**config.mk**
```make
export PLATFORM = sky130hd
export DESIGN_NAME = cache_fill_ctrl
export DESIGN_NICKNAME = d
export VERILOG_FILES = /design/src/rtl/cache_fill_ctrl.sv
export SDC_FILE = /design/constraint.sdc
export NUM_CORES = 1
export LEC_CHECK = 0
export BUFFER_PORTS_ARGS = -buffer_cell sky130_fd_sc_hd__buf_2
export CELL_PAD_IN_SITES_DETAIL_PLACEMENT = 0
export CELL_PAD_IN_SITES_GLOBAL_PLACEMENT = 1
export CORE_MARGIN = 5
export CORE_UTILIZATION = 29
export DETAILED_ROUTE_END_ITERATION = 12
export GPL_TIMING_DRIVEN = 1
export PLACE_DENSITY_LB_ADDON = 0.1
export SETUP_SLACK_MARGIN = 0.3
export SYNTH_ARGS = -nofsm -noshare
export SYNTH_HDL_FRONTEND = slang
export SYNTH_SLANG_ARGS = --single-unit
```
**constraint.sdc**
```tcl
create_clock -name clk -period 1.72 [get_ports clk]
set_input_delay 0.086 -clock clk [delete_from_list [all_inputs] [get_ports clk]]
set_output_delay 0.086 -clock clk [all_outputs]
set_load 0.1 [all_outputs]
```
**src/rtl/cache_fill_ctrl.sv**
```systemverilog
// Purpose: L1 miss handler; fetches an 8-word block from main memory into the I- or D-cache that missed (D first).
// Latency: miss seen in IDLE at cycle 0 -> requests cycles 1..8, returns 5..12, tag write cycle 12, release cycle 13.
// Backpressure: none on memory (fixed-latency, in-order returns); requesting stages are stalled via i_busy/d_busy.
module cache_fill_ctrl #(
    parameter int BLK_WORDS = 8,
    parameter int ADDR_W    = 16,
    localparam int OFF_W    = $clog2(BLK_WORDS),
    localparam int CNT_W    = OFF_W + 1,
    localparam int BLK_W    = ADDR_W - OFF_W - 1,
    localparam int DATA_W   = 16
) (
    input  logic              clk,
    input  logic              rst_n,
    input  logic              i_miss,
    input  logic [ADDR_W-1:0] i_miss_addr,
    input  logic              d_miss,
    input  logic [ADDR_W-1:0] d_miss_addr,
    output logic              mem_rd_en,
    output logic [ADDR_W-1:0] mem_addr,
    input  logic              mem_valid,
    input  logic [DATA_W-1:0] mem_data,
    output logic              i_busy,
    output logic              d_busy,
    output logic [DATA_W-1:0] fill_data,
    output logic [OFF_W-1:0]  fill_word,
    output logic [BLK_W-1:0]  fill_blk,
    output logic              i_data_we,
    output logic              d_data_we,
    output logic              i_tag_we,
    output logic              d_tag_we
);

    typedef enum logic {S_IDLE, S_FILL} state_t;

    state_t             r_state;
    state_t             w_next_state;
    logic               r_owner;        // 0 = I-cache, 1 = D-cache
    logic [BLK_W-1:0]   r_blk_addr;
    logic [CNT_W-1:0]   r_req_cnt;
    logic [CNT_W-1:0]   r_rcv_cnt;

    logic               w_start;        // latch a new miss this cycle
    logic               w_start_d;      // the latched miss belongs to the D-cache
    logic               w_rd_en;
    logic               w_ret;          // accepted return word
    logic               w_last;         // final word of the block
    logic               w_fill;

    // Byte-offset bits of the miss addresses do not matter for a block fill.
    logic               w_unused;
    assign w_unused = ^{i_miss_addr[OFF_W:0], d_miss_addr[OFF_W:0]};

    assign w_fill = (r_state == S_FILL);

    // State register; reset abandons any fill in progress.
    always_ff @(posedge clk or negedge rst_n) begin
        if (!rst_n) begin
            r_state <= S_IDLE;
        end else begin
            r_state <= w_next_state;
        end
    end

    // Next-state and strobe decode; D-side miss wins when both are pending.
    always_comb begin
        w_next_state = r_state;
        w_start      = 1'b0;
        w_start_d    = 1'b0;
        w_rd_en      = 1'b0;
        w_ret        = 1'b0;
        w_last       = 1'b0;
        case (r_state)
            S_IDLE: begin
                if (d_miss) begin
                    w_start      = 1'b1;
                    w_start_d    = 1'b1;
                    w_next_state = S_FILL;
                end else if (i_miss) begin
                    w_start      = 1'b1;
                    w_next_state = S_FILL;
                end
            end
            S_FILL: begin
                w_rd_en = (r_req_cnt < CNT_W'(BLK_WORDS));
                w_ret   = mem_valid && (r_rcv_cnt < CNT_W'(BLK_WORDS));
                w_last  = w_ret && (r_rcv_cnt == CNT_W'(BLK_WORDS - 1));
                if (w_last) begin
                    w_next_state = S_IDLE;
                end
            end
            default: w_next_state = S_IDLE;
        endcase
    end

    // Latch owner and block address at fill start; step request/return counters during the fill.
    always_ff @(posedge clk or negedge rst_n) begin
        if (!rst_n) begin
            r_owner    <= 1'b0;
            r_blk_addr <= '0;
            r_req_cnt  <= '0;
            r_rcv_cnt  <= '0;
        end else if (w_start) begin
            r_owner    <= w_start_d;
            r_blk_addr <= w_start_d ? d_miss_addr[ADDR_W-1:OFF_W+1]
                                    : i_miss_addr[ADDR_W-1:OFF_W+1];
            r_req_cnt  <= '0;
            r_rcv_cnt  <= '0;
        end else begin
            if (w_rd_en) begin
                r_req_cnt <= r_req_cnt + CNT_W'(1);
            end
            if (w_ret) begin
                r_rcv_cnt <= r_rcv_cnt + CNT_W'(1);
            end
        end
    end

    assign mem_rd_en = w_rd_en;
    assign mem_addr  = {r_blk_addr, r_req_cnt[OFF_W-1:0], 1'b0};

    assign fill_data = mem_data;
    assign fill_word = r_rcv_cnt[OFF_W-1:0];
    assign fill_blk  = r_blk_addr;

    assign i_data_we = w_ret  & ~r_owner;
    assign d_data_we = w_ret  &  r_owner;
    assign i_tag_we  = w_last & ~r_owner;
    assign d_tag_we  = w_last &  r_owner;

    // Stall is combinational so the pipeline freezes in the miss cycle itself.
    assign i_busy = i_miss | (w_fill & ~r_owner);
    assign d_busy = d_miss | (w_fill &  r_owner);

endmodule

```
=== After elaboration in Yosys (flattened, before gate mapping) ===
Cells that the tools add are included.

* Flip-flop bits (word level): 22
* Input bits: 53
* Output and inout bits: 54
* Logic and storage cells: 39

* Add/subtract/negate cells: 2
* Magnitude comparators: 2
* Equality and inequality tests: 1
* Multiplexer cells: 15
* Bitwise logic cells: 10
* Reductions and logical operators: 4

{| class="wikitable"
|+ Operators by type and width
! operator !! number
|-
| $mux W4 || 4
|-
| $mux W12 || 1
|-
| $mux W1 || 9
|-
| $add A4 B1 Y4 const B || 2
|-
| $lt A4 B4 Y1 const B || 2
|-
| $and A1 B1 Y1 || 6
|-
| $eq A4 B3 Y1 const B || 1
|-
| $reduce_bool A2 Y1 || 2
|-
| $logic_and A1 B1 Y1 || 2
|-
| $not A1 Y1 || 2
|-
| $or A1 B1 Y1 || 2
|-
| $pmux W1 S2 || 1
|}

=== Depth between registers and ports, before layout ===
* Word-level depth: 5
* Mapped depth: 6
* Gate-level depth less buffers: 4

=== Worst setup path after synthesis ===
OpenSTA, ideal clock, no wires.

* Kind: reg2out
* Start point: register r_rcv_cnt[3]
* End point: output d_tag_we
* Arrival time: 2,728 ps
* Required time: 1,634 ps
* Setup slack: -1,094 ps
* Cell stages (with the launch flop): 3
* Buffers on the path: 0
* Cell sequence: dfrtp_1 nand3b_1 nor3_1

* Longest elaborated chain between the ends: 5
* Elaborated cells between the ends (all ways): 6
* Classes of those cells: order compare: 1; eq/ne: 1; mux: 1; bitwise: 1; reduce/logical: 2

{| class="wikitable"
|+ Ends and longest elaborated chain
! item !! RTL line !! RTL
|-
| start, declared || 40 || <nowiki>logic [CNT_W-1:0] r_rcv_cnt;</nowiki>
|-
| start signal, assigned || 113 || <nowiki>r_rcv_cnt <= r_rcv_cnt + CNT_W'(1);</nowiki>
|-
| $lt A4 B4 Y1 || 85 || <nowiki>w_ret = mem_valid && (r_rcv_cnt < CNT_W'(BLK_WORDS));</nowiki>
|-
| $logic_and A1 B1 Y1 || 85 ||
|-
| $logic_and A1 B1 Y1 (*) || 86 || <nowiki>w_last = w_ret && (r_rcv_cnt == CNT_W'(BLK_WORDS - 1));</nowiki>
|-
| $mux W1 (*) || 72 || <nowiki>case (r_state)</nowiki>
|-
| $and A1 B1 Y1 (*) || 128 || <nowiki>assign d_tag_we = w_last & r_owner;</nowiki>
|-
| end, declared || 30 || <nowiki>output logic d_tag_we</nowiki>
|}

Every way passes the cells marked *; elsewhere a longest branch is shown, timed or not.

=== Worst setup path after layout ===
* Start point: register r_rcv_cnt[3]
* End point: output i_tag_we

* Longest elaborated chain between the ends: 5
* Elaborated cells between the ends (all ways): 6
* Classes of those cells: order compare: 1; eq/ne: 1; mux: 1; bitwise: 1; reduce/logical: 2

{| class="wikitable"
|+ Ends and longest elaborated chain
! item !! RTL line !! RTL
|-
| $lt A4 B4 Y1 || 85 ||
|-
| $logic_and A1 B1 Y1 || 85 ||
|-
| $logic_and A1 B1 Y1 (*) || 86 ||
|-
| $mux W1 (*) || 72 ||
|-
| $and A1 B1 Y1 (*) || 127 || <nowiki>assign i_tag_we = w_last & ~r_owner;</nowiki>
|-
| end, declared || 29 || <nowiki>output logic i_tag_we,</nowiki>
|}

Marked as above.

==> flow_metrics.tcl <==
set metrics [dict create \
    status "completed" \
    num_io_pins 107 \
    chipHeight_um 78.99 \
    drc_errors 0 \
    syn_area_um2 1380 \
    clockBufferDepth 2 \
    synthTopCellsByCount "buf_4 (35), dfrtp_1 (22), nand2_1 (19)" \
    synth_top_cells_by_area "dfrtp_1 (40%), buf_4 (19%), mux2i_1 (8.7%), o21ai_0 (5.4%), nand2_1 (5.2%)" \
    diodes 0 \
    synth_top_area_frac 0.3989 \
    crit_arrival_ns 1.39 \
    fmaxAchievable_ghz 0.6798 \
    place_congestion 0.7456 \
    clk_pin_slew_ns 0.08 \
    drv_slew 0 \
    period_needed_ns 1.471 \
    synth_edf_count 0 \
    setup_violations 0 \
    first_pass_iters 2 \
    via_count 1069 \
    portBuffers 65 \
    initial_core_util 0.2961 \
    grt_pass1_wl_um 5016 \
    period_share 0.8553 \
    cp_max_fo 4 \
    drt_first_iter_violations 44 \
    grt_overflow_total 0 \
    tightest_slew_ns 0.6122 \
    synth-adder-area-share 0.01813 \
    finClkSkew_ns 0.004709 \
    synth_ff_type "dfrtp_1" \
    synth_top_family_by_area "buffers and inverters" \
    wl_um 3297 \
    dp_hpwl_um 2471 \
    crit_path_end_kind "output pin" \
    cts_buffers 3 \
    cts_tree "done" \
    hold_viol 0 \
    worstSetupPathType "reg -> out" \
    tns_ns 0 \
    rsz0062_at_grt "true" \
    r2r-end "r_req_cnt[0]" \
    core_um2 4661 \
    fillers 473 \
    wl_per_cell_um 13.68 \
    cp.required_ns 1.63 \
    rr_startpoint "r_state" \
    vias_per_cell 4.436 \
    grt_max_degree 30 \
    yosysWarnings 0 \
    nNetsFinal 243 \
    drv_cap 0 \
    synth-seq-cells 22 \
    yosys.area_share.simple 0.1324 \
    grt_pass1_vias 1016 \
    antenna_found_initial 0 \
    die_area_um2 6239 \
    yosysUniqueCellTypes 26 \
    crit_end "i_tag_we" \
    yosys.area_share.xor_xnor 0.01269 \
    crit_path_start_kind "register" \
    h-tree-depth 1 \
    syn-num-nets 202 \
    ys_async_sr_fraction 1.000 \
    syn_to_final_growth_pct 28.65 \
    clk_latency_ns 0.26 \
    drive_gt1_frac 0.5508 \
    synth_most_common_cell "buf_4" \
    maxSlewHeadroom 0.5908 \
    min_path_type "in -> reg" \
    rrSetupSlack_ns 0.43 \
    synth-compound-area-share 0.1097 \
    ant_nets 0 \
    critPathLaunch "r_rcv_cnt[3]" \
    grt_usage 0.1031 \
    reg2reg_depth 4 \
    rows 25 \
    muxShareOfSynthArea 0.08704 \
    synthCells 147 \
    die_w_um 78.99 \
    cts_sinks 22 \
    cts_root_buf "clkbuf_8" \
    seq_area_frac_synth 0.3989 \
    yosys.area.top_type "dfrtp_1" \
    syn_area_per_cell_um2 9.388 \
]
-- kinds of logic (layout without fill, tap and decap cells) --
family,after synthesis,in the layout
xor gates and xnor gates,2,2
other,1,1
AOI/OAI and AO/OA,25,25
DFF,22,22
adders and majority gates,2,2
and+or+nand+nor,39,39
muxes,12,12
buffers and inverters,44,84
-- metrics by stage --
| step | cell area, µm² | utilization | cells | setup WS, ns | hold slack [ns] |
|---|---|---|---|---|---|
| after floorplan | 1426 | - | 147 | 0.03654 | -0.2096 |
| after CTS | 1719 | 0.3689 | 236 | 0.2358 | 0.09602 |
| after global routing | 1775 | 0.3809 | 241 | 0.1886 | 0.1059 |
| final | 1775 | 0.3809 | 241 | 0.2489 | 0.09868 |
| after global placement | 1592 | 0.3415 | 227 | 0.3830 | 0.09889 |
| after detailed placement | 1592 | 0.3415 | 227 | 0.3350 | 0.09988 |
-- layer usage --
metal,global-route usage,vias to the layer above,share of wire
met5,0,-,0
met4,0.03952,0,0.022
met3,0.03401,12,0.085
met2,0.1684,41,0.48
met1,0.1255,484,0.41
li1,-,532,-
-- layout make-up --
class / instances / area (µm²) / share of cell area
inverter: 3 / 15.01 / 0.008457
sequential: 22 / 565.5 / 0.3185
clock buffer: 3 / 41.29 / 0.02326
multi-input combinational: 81 / 550.5 / 0.3101
clock inverter: 1 / 30.03 / 0.01691
timing repair buffer: 77 / 505.5 / 0.2847
tap: 54 / 67.56 / 0.03806
-- worst max-delay path, cell delays in order (launching register included) --
cell	delay, ns
dfrtp_1	0.40
nand3b_1	0.20
buf_6	0.16
nor3_4	0.15
buf_12	0.20
-- cell usage in the layout (no fill, tap or decap), drive strengths merged, types with 2 or more instances in the layout --
cell / Yosys / final
buf: 41 / 76
dfrtp: 22 / 22
nand2: 19 / 19
o21ai: 17 / 17
mux2i: 12 / 12
nor2: 7 / 7
nand3: 4 / 4
a21o: 3 / 3
clkbuf: 0 / 3
nor3: 2 / 2
a21oi: 2 / 2
nor2b: 2 / 2
xor2: 2 / 2
inv: 3 / 2
nand2b: 2 / 2
ha: 2 / 2
-- repair_timing --
action	CTS	global route
buffers inserted	4	5
pin swaps	2	0
endpoints found under the hold margin	22	0
resized for setup	6	5
hold buffers	1	0
setup endpoints to repair	7	6
-- sequential cells by signal, summed over array words and instances (netlist names) --
| signal | cells |
|---|---|
| fill_blk | 12 |
| r_rcv_cnt | 4 |
| r_req_cnt | 4 |
| r_owner | 1 |
| r_state | 1 |
-- how the worst min path moves through the flow --
stage | startpoint | to | slack (ns) | cells after the start
detailed placement | rst_n | r_rcv_cnt[0] | 0.1 | 1
CTS | i_miss_addr[15] | fill_blk[11] | 0.1 | 3
global placement | rst_n | r_rcv_cnt[2] | 0.1 | 1
global route | i_miss_addr[15] | fill_blk[11] | 0.11 | 3
finish | i_miss_addr[15] | fill_blk[11] | 0.1 | 3
floorplan | rst_n | fill_blk[0] | -0.21 | 0
Power is left out: the tool's default activity adds up to more than one toggle a clock period on the data nets, which glitch-free logic cannot reach.
